$ cat src/rtl/pwm_capture.sv
// PWM period / high-time capture: synchronizes pwm_in, measures rise-to-fall and
// rise-to-rise times in sys_clk cycles, and flags a static input after a timeout.
module pwm_capture #(
    parameter int               CNT_W       = 20,
    parameter logic [CNT_W-1:0] TIMEOUT_MAX = 20'd200000
) (
    input  logic             sys_clk,
    input  logic             sys_rst_n,
    input  logic             pwm_in,
    output logic [CNT_W-1:0] high_cnt,
    output logic [CNT_W-1:0] period_cnt,
    output logic             meas_valid,
    output logic             no_signal,
    output logic             static_level
);

    typedef enum logic [1:0] {IDLE, HIGH, LOW} state_t;

    state_t           state;
    logic             s1, s2, s3;
    logic [CNT_W-1:0] cnt;
    logic [CNT_W-1:0] hold_high;
    logic [CNT_W-1:0] cnt_inc;
    logic             rise, fall;
    logic             timeout;

    assign rise    = s2 & ~s3;
    assign fall    = ~s2 & s3;
    // Saturating increment: a fall landing on the timeout cycle must not let cnt wrap in LOW.
    assign cnt_inc = (cnt == {CNT_W{1'b1}}) ? cnt : cnt + CNT_W'(1);
    assign timeout = (cnt >= TIMEOUT_MAX);

    always_ff @(posedge sys_clk or negedge sys_rst_n) begin
        if (!sys_rst_n) begin
            s1           <= 1'b0;
            s2           <= 1'b0;
            s3           <= 1'b0;
            state        <= IDLE;
            cnt          <= '0;
            hold_high    <= '0;
            high_cnt     <= '0;
            period_cnt   <= '0;
            meas_valid   <= 1'b0;
            no_signal    <= 1'b1;
            static_level <= 1'b0;
        end else begin
            s1         <= pwm_in;
            s2         <= s1;
            s3         <= s2;
            meas_valid <= 1'b0;
            case (state)
                IDLE: begin
                    cnt <= '0;
                    if (rise) begin
                        state <= HIGH;
                        cnt   <= CNT_W'(1);
                    end
                end
                HIGH: begin
                    if (fall) begin
                        hold_high <= cnt;
                        cnt       <= cnt_inc;
                        state     <= LOW;
                    end else if (timeout) begin
                        state        <= IDLE;
                        cnt          <= '0;
                        no_signal    <= 1'b1;
                        static_level <= s2;
                    end else begin
                        cnt <= cnt_inc;
                    end
                end
                LOW: begin
                    // An edge on the timeout cycle still closes the period normally.
                    if (rise) begin
                        high_cnt   <= hold_high;
                        period_cnt <= cnt;
                        meas_valid <= 1'b1;
                        no_signal  <= 1'b0;
                        cnt        <= CNT_W'(1);
                        state      <= HIGH;
                    end else if (timeout) begin
                        state        <= IDLE;
                        cnt          <= '0;
                        no_signal    <= 1'b1;
                        static_level <= s2;
                    end else begin
                        cnt <= cnt_inc;
                    end
                end
                default: begin
                    state <= IDLE;
                    cnt   <= '0;
                end
            endcase
        end
    end

endmodule

$ cat config.mk
export PLATFORM = sky130hd
export DESIGN_NAME = pwm_capture
export DESIGN_NICKNAME = d
export VERILOG_FILES = /design/src/rtl/pwm_capture.sv
export SDC_FILE = /design/constraint.sdc
export NUM_CORES = 1
export LEC_CHECK = 0
export CORE_MARGIN = 1
export CORE_UTILIZATION = 55
export DETAILED_ROUTE_END_ITERATION = 6
export PLACE_DENSITY = 0.79
export SLEW_MARGIN = 10
export SYNTH_ARGS = -nofsm -noshare
export SYNTH_HDL_FRONTEND = slang
export SYNTH_SLANG_ARGS = --single-unit
export TNS_END_PERCENT = 100
$ cat constraint.sdc
create_clock -name sys_clk -period 2 [get_ports sys_clk]
set_input_delay 0.5 -clock sys_clk [delete_from_list [all_inputs] [get_ports sys_clk]]
set_output_delay 0.5 -clock sys_clk [all_outputs]
set_load 0.01 [all_outputs]
==> impl_metrics.env <==
export IMPL_ant_nets=0
export IMPL_multi_input_area_sq_um=1440
export IMPL_synth_ff_type="dfrtp_1"
export IMPL_cts_hold_buf=0
export IMPL_track_usage_pct=21.1
export IMPL_skew_ns=0.00867
export IMPL_synth_simple_gate_area_share_pct=10.8
export IMPL_final_cell_mix="dfrtp_1 (87), mux2_2 (60), clkdlybuf4s50_1 (44), nor2_1 (18), buf_4 (15)"
export IMPL_synth_mux_area_share_pct=18.3
export IMPL_antenna_cells=0
export IMPL_die_area_sq_um=7130
export IMPL_worstPathCellList="clkdlybuf4s50_1"
export IMPL_synth_edf_count=0
export IMPL_power_density_nw_per_um2=864
export IMPL_cp_max_fo=3
export IMPL_grt_max_degree=41
export IMPL_hp_class="primary input to asynchronous set/reset pin"
export IMPL_io_pins=46
export IMPL_synth_compound_area_share_pct=5.92
export IMPL_fp_dieW_um=84.5
export IMPL_crit_path_end_kind="primary output"
export IMPL_max_freq_mhz=522
export IMPL_worstPathArrival_ns=1.42
export IMPL_relSlewSlack_pct=67.6
export IMPL_leakage_nw=2.13
export IMPL_core_area_sq_um=6460
export IMPL_clock_path_buffers=2
export IMPL_dp_slack_ns=0.122
export IMPL_htree_num_levels=3
export IMPL_finalSetupViolCount=0
export IMPL_final_common_cell="dfrtp_1"
export IMPL_place_congestion=0.872
export IMPL_max_cap_viol_count=0
export IMPL_drt_wl_total_um=6850
export IMPL_post_dp_hpwl_um=4680
export IMPL_async_reset_ff_share_pct=100
export IMPL_syn2layout_area_growth_pct=24.1
export IMPL_vias=2467
export IMPL_grt_pass1_wl_um=11800
export IMPL_antenna_found_initial=0
export IMPL_synth_seq_area_share_pct=58.9
export IMPL_failed_checks="design-rule violations"
export IMPL_initial_utilization_pct=57.9
export IMPL_setup_tns_ns=0
export IMPL_drtIter0Drc=119
export IMPL_fin_util_pct=71.8
export IMPL_synthCells=285
export IMPL_period_share_pct=95.8
export IMPL_finalHoldViolations=0
export IMPL_syn_avg_cell_area_sq_um=13.1
export IMPL_slew_violations=0
export IMPL_vias_per_cell=5.75
export IMPL_drc=2
export IMPL_clk_latency_ns=0.34
export IMPL_synth_seq_cells=88
export IMPL_required_ns=1.50
export IMPL_die_h_um=84.5
export IMPL_seqCellArea_sq_um=2200
export IMPL_drtPass1Iterations=7
export IMPL_grt_pass1_vias=2355
export IMPL_grt_overflow_total=0
export IMPL_period_needed_ns=1.92
export IMPL_clockRootBuffer="clkbuf_8"
export IMPL_placedInstanceArea_sq_um=4420
export IMPL_ys_types=44
export IMPL_cts_made_buffers=9
export IMPL_synth_xor_xnor_area_share_pct=2.58
export IMPL_cts_tree="done"
export IMPL_cpPeakStageDelay_ns=0.54
export IMPL_clk_pin_slew_ns=0.08
export IMPL_rows=29
export IMPL_peakVddDrop_mv=0.528
export IMPL_synth_fa_ha_area_share_pct=0.669
export IMPL_critPathTopFamily="flip-flops"
export IMPL_setup_ws_ns=0.0842
export IMPL_criticalPathCategory="flop to primary output"
export IMPL_outcome="finished, violations left"
export IMPL_hold_ws_ns=0.0982
export IMPL_synth_top_family_by_area="multiplexers"
export IMPL_worst_pin_slew_ns=0.482
export IMPL_post_drt_wl_per_cell_um=16.0
export IMPL_portBuffers=45
export IMPL_startpoint_type="flop"
export IMPL_final_nets=353
export IMPL_yosysWarnings=0
export IMPL_syn_nets=290
export IMPL_cp_num_buf_inv=1
export IMPL_layout_drive_gt1_share_pct=30.7
export IMPL_cts_sinks=88
export IMPL_synth_area_sq_um=3740
export IMPL_stdcell_area_sq_um=4640
export IMPL_nFillCells=470
export IMPL_crit_slowest_cell="dfstp_2"
## cell usage after synthesis (2+ instances only)
master / instances / area (sq um)
buf_6: 2 / 22.5
a31oi_1: 2 / 12.5
nor2_1: 19 / 71.3
a21oi_1: 7 / 35.0
nand4_1: 8 / 50.1
o21ai_0: 8 / 40.0
nor4_1: 3 / 18.8
a211oi_1: 5 / 37.5
nor3_1: 7 / 35.0
nand2_1: 11 / 41.3
xnor2_1: 6 / 52.6
xor2_1: 5 / 43.8
mux2_2: 60 / 676
nand3_1: 5 / 25.0
dfrtp_1: 87 / 2180
nor4_4: 2 / 42.5
inv_1: 9 / 33.8
and3_1: 3 / 18.8
ha_1: 2 / 25.0
buf_2: 7 / 35.0
clkbuf_1: 2 / 7.51
a22oi_1: 3 / 22.5
## sequential cells by signal (all words and copies together), names as in the netlist, 2 cells and up
name        cells
period_cnt     20
high_cnt       20
hold_high      20
cnt            20
state           2
## path summary, 6_finish.rpt
check	start	endpoint	slack (ns)	cells past startpoint
setup / recovery	no_signal	no_signal	0.08	1
hold / removal	sys_rst_n	high_cnt[5]	0.1	1
setup reg to reg	cnt[17]	cnt[13]	0.13	6
hold reg to reg	s1	s2	0.37	0
max in group asynchronous	sys_rst_n	hold_high[9]	1.34	2
min in group sys_clk	s1	s2	0.37	0
## kinds of logic after synthesis
kind of cell | count (synthesis)
AO/OA/AOI/OAI | 32
adder cells (fa/ha/maj) | 2
flip-flops | 88
buffers and inverters | 21
XOR/XNOR | 11
multiplexers | 61
AND/OR/NAND/NOR | 70
## where the power goes
group	internal (mW)	leakage, nW	switching [mW]	total, mW
Sequential	1.89	1.21	0.0846	1.97
Clock	0.692	0.101	0.597	1.29
Combinational	0.358	0.819	0.388	0.747
Total	2.94	2.13	1.07	4.01
## repair_timing
item / 4_1_cts / 5_1_grt
endpoints found under the setup margin: 0 / 5
endpoints found under the hold margin: 0 / 0
resized for setup: 0 / 2
setup buffers: 0 / 0
## layer usage
metal	up-vias	global-route usage, %	wire [um]
met5	-	0	0
met4	0	5.70	111
met2	59	32.5	3280
li1	1146	-	-
met3	12	5.80	285
met1	1250	30.0	3170
## per-stage QoR
stage | total power, mW | instances
finish | 4.01 | 429
global route | 4.19 | 429
CTS | 4.04 | 429
detailed placement | 2.76 | 414
global placement | 2.73 | 414
floorplan | 2.43 | 285
## layout make-up
| class | count | area share, % |
|---|---|---|
| multi-input cells | 176 | 31.1 |
| well taps | 77 | 2.08 |
| clock buffers | 9 | 2.67 |
| clock inverters | 6 | 1.83 |
| repair buffers | 64 | 14.1 |
| flip-flops and latches | 88 | 47.5 |
| inverters | 9 | 0.728 |
No activity file was read; power rests on OpenSTA's default activity.
